### src/rtl/rs_branch_queue_if.sv
// Allocator, result-broadcast and issue bundle of the branch reservation station.
// master = surrounding pipeline, slave = the station.
interface rs_branch_queue_if #(
  parameter int DEPTH   = 4,
  parameter int NUM_CDB = 3,
  parameter int TAG_W   = 4,
  parameter int DATA_W  = 32,
  parameter int ADDR_W  = 32,
  parameter int OP_W    = 6
);
  localparam int CNT_W = $clog2(DEPTH + 1);

  logic                      rdy;
  logic                      flush;

  logic                      alloc_valid;
  logic                      alloc_ready;
  logic [ADDR_W-1:0]         alloc_pc;
  logic [OP_W-1:0]           alloc_op;
  logic [DATA_W-1:0]         alloc_imm;
  logic [TAG_W-1:0]          alloc_tagx;
  logic [TAG_W-1:0]          alloc_tagy;
  logic [DATA_W-1:0]         alloc_datax;
  logic [DATA_W-1:0]         alloc_datay;

  logic [NUM_CDB-1:0]        cdb_valid;
  logic [NUM_CDB*TAG_W-1:0]  cdb_tag;
  logic [NUM_CDB*DATA_W-1:0] cdb_data;

  logic                      issue_valid;
  logic                      issue_ready;
  logic [ADDR_W-1:0]         issue_pc;
  logic [OP_W-1:0]           issue_op;
  logic [DATA_W-1:0]         issue_offset;
  logic [DATA_W-1:0]         issue_datax;
  logic [DATA_W-1:0]         issue_datay;

  logic [CNT_W-1:0]          count;

  modport master (
    output rdy, flush,
    output alloc_valid, alloc_pc, alloc_op, alloc_imm,
    output alloc_tagx, alloc_tagy, alloc_datax, alloc_datay,
    output cdb_valid, cdb_tag, cdb_data,
    output issue_ready,
    input  alloc_ready,
    input  issue_valid, issue_pc, issue_op, issue_offset, issue_datax, issue_datay,
    input  count
  );

  modport slave (
    input  rdy, flush,
    input  alloc_valid, alloc_pc, alloc_op, alloc_imm,
    input  alloc_tagx, alloc_tagy, alloc_datax, alloc_datay,
    input  cdb_valid, cdb_tag, cdb_data,
    input  issue_ready,
    output alloc_ready,
    output issue_valid, issue_pc, issue_op, issue_offset, issue_datax, issue_datay,
    output count
  );
endinterface

### src/rtl/rs_branch_queue.sv
// Multi-entry branch reservation station: collapsing age-ordered queue (index 0 oldest)
// that snoops result broadcasts and issues the oldest fully-resolved branch.
module rs_branch_queue #(
  parameter int DEPTH    = 4,
  parameter int NUM_CDB  = 3,
  parameter int TAG_W    = 4,
  parameter int DATA_W   = 32,
  parameter int ADDR_W   = 32,
  parameter int OP_W     = 6,
  parameter int UNLOCKED = 0
) (
  input logic            clk,
  input logic            rst,
  rs_branch_queue_if.slave bus
);
  localparam int CNT_W = $clog2(DEPTH + 1);
  localparam int IDX_W = $clog2(DEPTH);
  localparam logic [TAG_W-1:0] UNL = TAG_W'(UNLOCKED);

  typedef struct packed {
    logic              valid;
    logic [TAG_W-1:0]  tagx;
    logic [TAG_W-1:0]  tagy;
    logic [DATA_W-1:0] datax;
    logic [DATA_W-1:0] datay;
    logic [DATA_W-1:0] imm;
    logic [ADDR_W-1:0] pc;
    logic [OP_W-1:0]   op;
  } entry_t;

  localparam entry_t EMPTY = '{1'b0, UNL, UNL, '0, '0, '0, '0, '0};

  // Returns {tag, data} after snooping; the lowest matching channel wins.
  function automatic logic [TAG_W+DATA_W-1:0] wake_fn(
    input logic [TAG_W-1:0]          tag,
    input logic [DATA_W-1:0]         data,
    input logic [NUM_CDB-1:0]        cv,
    input logic [NUM_CDB*TAG_W-1:0]  ct,
    input logic [NUM_CDB*DATA_W-1:0] cd
  );
    logic [TAG_W+DATA_W-1:0] res;
    res = {tag, data};
    if (tag != UNL) begin
      for (int c = NUM_CDB - 1; c >= 0; c--) begin
        if (cv[c] && (ct[c*TAG_W +: TAG_W] == tag)) res = {UNL, cd[c*DATA_W +: DATA_W]};
      end
    end
    return res;
  endfunction

  entry_t           ent_q  [DEPTH];
  entry_t           woke_q [DEPTH];
  logic [DEPTH-1:0] ready;
  logic [CNT_W-1:0] count_reg;
  logic [CNT_W-1:0] count_next;
  logic [CNT_W-1:0] alloc_idx;
  logic [IDX_W-1:0] sel_idx;
  logic             any_ready;
  logic             issue_fire;
  logic             alloc_fire;
  entry_t           alloc_ent;
  entry_t           sel_ent;

  assign bus.alloc_ready = bus.rdy && (count_reg < CNT_W'(DEPTH)) && !bus.flush;
  assign alloc_fire      = bus.alloc_valid && bus.alloc_ready;
  assign bus.issue_valid = bus.rdy && any_ready && !bus.flush;
  assign issue_fire      = bus.issue_valid && bus.issue_ready;
  assign alloc_idx       = count_reg - CNT_W'(issue_fire);
  assign bus.count       = count_reg;

  always_comb begin
    alloc_ent       = EMPTY;
    alloc_ent.valid = 1'b1;
    alloc_ent.pc    = bus.alloc_pc;
    alloc_ent.op    = bus.alloc_op;
    alloc_ent.imm   = bus.alloc_imm;
    {alloc_ent.tagx, alloc_ent.datax} =
      wake_fn(bus.alloc_tagx, bus.alloc_datax, bus.cdb_valid, bus.cdb_tag, bus.cdb_data);
    {alloc_ent.tagy, alloc_ent.datay} =
      wake_fn(bus.alloc_tagy, bus.alloc_datay, bus.cdb_valid, bus.cdb_tag, bus.cdb_data);
  end

  always_comb begin
    sel_idx   = '0;
    any_ready = 1'b0;
    for (int i = DEPTH - 1; i >= 0; i--) begin
      if (ready[i]) begin
        sel_idx   = IDX_W'(i);
        any_ready = 1'b1;
      end
    end
  end

  assign sel_ent          = ent_q[sel_idx];
  assign bus.issue_pc     = bus.issue_valid ? sel_ent.pc    : '0;
  assign bus.issue_op     = bus.issue_valid ? sel_ent.op    : '0;
  assign bus.issue_offset = bus.issue_valid ? sel_ent.imm   : '0;
  assign bus.issue_datax  = bus.issue_valid ? sel_ent.datax : '0;
  assign bus.issue_datay  = bus.issue_valid ? sel_ent.datay : '0;

  for (genvar gi = 0; gi < DEPTH; gi++) begin : g_ent
    entry_t ent_reg;
    entry_t ent_next;
    entry_t ent_woke;
    entry_t above;

    assign ent_q[gi]  = ent_reg;
    assign woke_q[gi] = ent_woke;
    assign ready[gi]  = ent_reg.valid && (ent_reg.tagx == UNL) && (ent_reg.tagy == UNL);

    always_comb begin
      ent_woke = ent_reg;
      if (ent_reg.valid) begin
        {ent_woke.tagx, ent_woke.datax} =
          wake_fn(ent_reg.tagx, ent_reg.datax, bus.cdb_valid, bus.cdb_tag, bus.cdb_data);
        {ent_woke.tagy, ent_woke.datay} =
          wake_fn(ent_reg.tagy, ent_reg.datay, bus.cdb_valid, bus.cdb_tag, bus.cdb_data);
      end
    end

    if (gi < DEPTH - 1) begin : g_above
      assign above = woke_q[gi+1];
    end else begin : g_top
      assign above = EMPTY;
    end

    // Collapse above the issued slot, then drop the new arrival at the tail.
    always_comb begin
      ent_next = ent_woke;
      if (issue_fire && (IDX_W'(gi) >= sel_idx)) ent_next = above;
      if (alloc_fire && (alloc_idx == CNT_W'(gi))) ent_next = alloc_ent;
      if (bus.flush) ent_next = EMPTY;
    end

    always_ff @(posedge clk or negedge rst) begin
      if (!rst) ent_reg <= EMPTY;
      else      ent_reg <= ent_next;
    end
  end

  always_comb begin
    count_next = count_reg;
    if (bus.flush)                     count_next = '0;
    else if (alloc_fire && !issue_fire) count_next = count_reg + CNT_W'(1);
    else if (issue_fire && !alloc_fire) count_next = count_reg - CNT_W'(1);
  end

  always_ff @(posedge clk or negedge rst) begin
    if (!rst) count_reg <= '0;
    else      count_reg <= count_next;
  end
endmodule

### src/flat_wrapper.sv
// flat-port wrapper written by rule: the top's interface ports become plain ports
module rs_branch_queue_flat 
#(
  parameter int DEPTH    = 4,
  parameter int NUM_CDB  = 3,
  parameter int TAG_W    = 4,
  parameter int DATA_W   = 32,
  parameter int ADDR_W   = 32,
  parameter int OP_W     = 6,
  parameter int UNLOCKED = 0
)
  (clk, rst, bus_rdy, bus_flush, bus_alloc_valid, bus_alloc_pc, bus_alloc_op, bus_alloc_imm, bus_alloc_tagx, bus_alloc_tagy, bus_alloc_datax, bus_alloc_datay, bus_cdb_valid, bus_cdb_tag, bus_cdb_data, bus_issue_ready, bus_alloc_ready, bus_issue_valid, bus_issue_pc, bus_issue_op, bus_issue_offset, bus_issue_datax, bus_issue_datay, bus_count);
  rs_branch_queue_if #(.DEPTH(DEPTH), .NUM_CDB(NUM_CDB), .TAG_W(TAG_W), .DATA_W(DATA_W), .ADDR_W(ADDR_W), .OP_W(OP_W)) bus_i ();
  input logic clk;
  input logic rst;
  input wire logic [$bits(bus_i.rdy)-1:0] bus_rdy;
  input wire logic [$bits(bus_i.flush)-1:0] bus_flush;
  input wire logic [$bits(bus_i.alloc_valid)-1:0] bus_alloc_valid;
  input wire logic [$bits(bus_i.alloc_pc)-1:0] bus_alloc_pc;
  input wire logic [$bits(bus_i.alloc_op)-1:0] bus_alloc_op;
  input wire logic [$bits(bus_i.alloc_imm)-1:0] bus_alloc_imm;
  input wire logic [$bits(bus_i.alloc_tagx)-1:0] bus_alloc_tagx;
  input wire logic [$bits(bus_i.alloc_tagy)-1:0] bus_alloc_tagy;
  input wire logic [$bits(bus_i.alloc_datax)-1:0] bus_alloc_datax;
  input wire logic [$bits(bus_i.alloc_datay)-1:0] bus_alloc_datay;
  input wire logic [$bits(bus_i.cdb_valid)-1:0] bus_cdb_valid;
  input wire logic [$bits(bus_i.cdb_tag)-1:0] bus_cdb_tag;
  input wire logic [$bits(bus_i.cdb_data)-1:0] bus_cdb_data;
  input wire logic [$bits(bus_i.issue_ready)-1:0] bus_issue_ready;
  output wire logic [$bits(bus_i.alloc_ready)-1:0] bus_alloc_ready;
  output wire logic [$bits(bus_i.issue_valid)-1:0] bus_issue_valid;
  output wire logic [$bits(bus_i.issue_pc)-1:0] bus_issue_pc;
  output wire logic [$bits(bus_i.issue_op)-1:0] bus_issue_op;
  output wire logic [$bits(bus_i.issue_offset)-1:0] bus_issue_offset;
  output wire logic [$bits(bus_i.issue_datax)-1:0] bus_issue_datax;
  output wire logic [$bits(bus_i.issue_datay)-1:0] bus_issue_datay;
  output wire logic [$bits(bus_i.count)-1:0] bus_count;
  assign bus_i.rdy = bus_rdy;
  assign bus_i.flush = bus_flush;
  assign bus_i.alloc_valid = bus_alloc_valid;
  assign bus_i.alloc_pc = bus_alloc_pc;
  assign bus_i.alloc_op = bus_alloc_op;
  assign bus_i.alloc_imm = bus_alloc_imm;
  assign bus_i.alloc_tagx = bus_alloc_tagx;
  assign bus_i.alloc_tagy = bus_alloc_tagy;
  assign bus_i.alloc_datax = bus_alloc_datax;
  assign bus_i.alloc_datay = bus_alloc_datay;
  assign bus_i.cdb_valid = bus_cdb_valid;
  assign bus_i.cdb_tag = bus_cdb_tag;
  assign bus_i.cdb_data = bus_cdb_data;
  assign bus_i.issue_ready = bus_issue_ready;
  assign bus_alloc_ready = bus_i.alloc_ready;
  assign bus_issue_valid = bus_i.issue_valid;
  assign bus_issue_pc = bus_i.issue_pc;
  assign bus_issue_op = bus_i.issue_op;
  assign bus_issue_offset = bus_i.issue_offset;
  assign bus_issue_datax = bus_i.issue_datax;
  assign bus_issue_datay = bus_i.issue_datay;
  assign bus_count = bus_i.count;
  rs_branch_queue #(.DEPTH(DEPTH), .NUM_CDB(NUM_CDB), .TAG_W(TAG_W), .DATA_W(DATA_W), .ADDR_W(ADDR_W), .OP_W(OP_W), .UNLOCKED(UNLOCKED)) u_core (.clk(clk), .rst(rst), .bus(bus_i));
endmodule
### config.mk
export PLATFORM = sky130hd
export DESIGN_NAME = rs_branch_queue_flat
export DESIGN_NICKNAME = d
export VERILOG_FILES = /design/src/rtl/rs_branch_queue_if.sv /design/src/rtl/rs_branch_queue.sv /design/src/flat_wrapper.sv
export SDC_FILE = /design/constraint.sdc
export NUM_CORES = 2
export LEC_CHECK = 0
export CAP_MARGIN = 25
export CORE_MARGIN = 2
export CORE_UTILIZATION = 24
export CTS_BUF_LIST = sky130_fd_sc_hd__clkbuf_8 sky130_fd_sc_hd__clkbuf_16
export DETAILED_ROUTE_END_ITERATION = 10
export GPL_ROUTABILITY_DRIVEN = 1
export GPL_TIMING_DRIVEN = 0
export SKIP_CTS_REPAIR_TIMING = 1
export SLEW_MARGIN = 20
export SYNTH_ARGS = -nofsm -noshare
export SYNTH_HDL_FRONTEND = slang
export SYNTH_SLANG_ARGS = --single-unit
export TNS_END_PERCENT = 10
### constraint.sdc
create_clock -name clk -period 3.75 [get_ports clk]
set_input_delay 0.75 -clock clk [delete_from_list [all_inputs] [get_ports clk]]
set_output_delay 0.75 -clock clk [all_outputs]
set_load 0.03 [all_outputs]
==> reports/metrics.cfg <==
[yosys]
synthAdderAreaFrac_pct = 0.107
synth_xor_xnor_area_share_pct = 2.61
synth_common_cells = nand2_1 (645), dfrtp_1 (575), clkbuf_1 (340)
mappedNetlistNets = 5097
synthDistinctLibCells = 75
synthMuxAreaShare_pct = 6.80
synth-main-ff-cell = dfrtp_1
yosys_warnings = 0
synth.ff_latch_count = 575
async_flop_share_pct = 100
yosys.area_share.simple_pct = 14.6
synthesis.area_um2 = 42300
synth_edf_count = 0
avgSynthCellArea_um2 = 8.74
yosysTopAreaCellShare_pct = 34.0
syn_inst = 4835
synth_compound_area_share_pct = 34.8
yosysSeqAreaShare_pct = 34.0
yosys.area.top_type = dfrtp_1
synth_top_family_by_area = compound AO/OA/AOI/OAI gates
synth_area_leaders = dfrtp_1 (34%), a211oi_1 (6.0%), nand2_1 (5.7%), a311oi_1 (5.2%), mux2i_1 (5.1%)
yosysMostFrequentCell = nand2_1

[final_layout]
utilization_pct = 30.9
drive_gt1_share_pct = 19.9
fin_nets = 5548
layout-area-overhead-vs-synth_pct = 28.2
final_area_um2 = 54200
largest_reg_flops = 572

[detailed_routing]
wl_met3_mm = 27.8
num_vias = 47293
routed_wl_mm = 258
wl_met1_mm = 94.8
wl_per_cell_um = 33.5
drtPass1Iterations = 6
drcViolationCount = 0
postRouteAntennaNets = 0
met2_length_mm = 115
routed_via_density = 6.14
highest_layer = met5
first_iter_violations = 6415

[place]
place_area_um2 = 48700
port-buffer-count = 310
gp_congestion = 0.987
dpl_worst_slack_ns = -1.65
hpwl_mm = 183

[worst_setup_path]
r2r-start = u_core.ent_q[284]$_DFF_PN0_
worstSetupPathType = reg2out
r2r_cells = 9
end_kind = output port
critPathRequiredTime_ns = 3.00
start_kind = register
rrSetupSlack_ns = -0.51
crit_arrival_ns = 3.65
crit_fanout = 6
rr_endpoint = u_core.ent_q[393]$_DFF_PN0_

[sta]
whs_ns = 0.514
setup_viol = 675
setup_ws_ns = -0.647
rsz0062_at_grt = yes
maxSlewViolCount = 0
fin_skew_ns = 0.0417
relSlewSlack_pct = 12.5
timing.final.crit_share_pct = 117
worstMarginPinSlew_ns = 1.31
final.min_clock_period_ns = 4.40
hold_viol_final = 0
fmax_ghz = 0.227

[status]
failed_checks = negative setup slack
status = complete, but fails checks

[flow_run]
maxCapViolations = 0

[clock_tree]
root_buffer = clkbuf_16
numClockSinks = 575
clock_latency_ns = 0.73
htree_levels = 3
cts_buffers = 72
clk_pin_slew_worst_paths_ns = 0.06
cts.path.max_buffers = 3
cts_tree = built

[global_route]
antenna_found_initial = 36
grt_pass1_wl_mm = 352
grt_overflow_total = 0
grt_max_degree = 88
grt_pass1_vias = 44941
grtUsageTotal_pct = 27.1

[floorplanning]
row_count = 154
die_h_um = 424
core-area_um2 = 176000
top_level_ports = 398
dieArea_um2 = 179000
die_w_um = 424
initial_utilization_pct = 24.1

[worst_hold_path]
min_from = u_core.ent_q[515]$_DFFE_PN0P_
hold_path_depth = 2
hp-class = reg2reg
min_to = u_core.ent_q[515]$_DFFE_PN0P_

[power]
peakVddDrop_v = 0.000270
pwr_density_cell_nw_per_um2 = 367
leakage_uw = 0.0201

[kinds of logic (layout without fill, tap and decap cells)]
logic type                 count (synthesis)  after routing
DFF                                      575            575
AOI/OAI and AO/OA                       1855           1855
buffers and inverters                    661           1168
xor gates and xnor gates                 121            121
and+or+nand+nor                         1341           1341
adders and majority gates                  3              3
muxes                                    279            279
other                                      0             19
[worst max-delay path, stage by stage, from the launching register on]
cell and delay [ns]:
dfrtp_1 0.38, buf_6 0.13, nor4_4 0.34, nand3_2 0.20, o21ai_4 0.28, and2_4 0.22, buf_12 0.17, buf_16 0.20
buf_12 0.15, nand2_2 0.07, a311oi_4 0.56, buf_6 0.22
[layout by cell type, fill, tap and decap left out, drive strengths merged, types with 42 or more instances in the layout]
cell type and count:
a221oi 69, and2 145, mux2i 215, nor3 82
a211oi 402, o2bb2ai 127, a21oi 200, dfrtp 575
clkbuf 454, buf 472, mux2 64, nor2 286
a2bb2oi 124, xnor2 85, nand2b 42, o221ai 72
a22o 137, o21ai 104, o211ai 66, clkdlybuf4s50 175
nand2 647, o22ai 129, or3 65, a311oi 252
a21o 66, o311ai 66
[report_power, final]
part	switching (uW)	total, uW	internal [uW]
sequential	236	6780	6540
clock	3310	8040	4730
combinational	3450	5090	1630
[area by class of cell]
type | count | area (um2)
Inverter | 21 | 78.8
Clock inverter | 41 | 597
Fill cell | 18453 | 121000
Buffer | 636 | 3600
Antenna cell | 19 | 47.5
Tap cell | 2340 | 2930
Multi-Input combinational cell | 3599 | 26700
Clock buffer | 89 | 2050
Timing Repair Buffer | 381 | 3830
Sequential cell | 575 | 14400
[through the flow]
stage          TNS (ns)  total power (uW)  instances
6_report        -213.11             19900       7701
5_1_grt         -271.76             20300       7691
4_1_cts         -865.77             19200       7638
3_5_place_dp    -795.08             11200       7508
3_3_place_gp          -             11200       7485
2_1_floorplan         0              9200       4835
[routing by layer]
| metal | track usage (%) | vias up |
|---|---|---|
| met4 | 18.0 | 21 |
| met3 | 8.42 | 893 |
| met1 | 31.9 | 23533 |
| li1 | - | 19369 |
| met5 | 0.269 | - |
| met2 | 42.3 | 3477 |
[worst max path at each step]
stage | slack [ns] | to | from | cells after the start
2_1_floorplan | 0.39 | bus_issue_offset[10] | u_core.ent_q[278]$_DFF_PN0_ | 10
3_3_place_gp | -26.18 | u_core.ent_q[515]$_DFFE_PN0P_ | rst | 1
3_5_place_dp | -1.65 | bus_issue_pc[0] | u_core.ent_q[136]$_DFF_PN0_ | 10
4_1_cts | -2.41 | bus_issue_pc[0] | u_core.ent_q[136]$_DFF_PN0_ | 10
5_1_grt | -0.63 | bus_issue_op[4] | u_core.ent_q[279]$_DFF_PN0_ | 12
6_report | -0.65 | bus_issue_datay[26] | u_core.ent_q[137]$_DFF_PN0_ | 11
(Power assumes the default switching activity.)
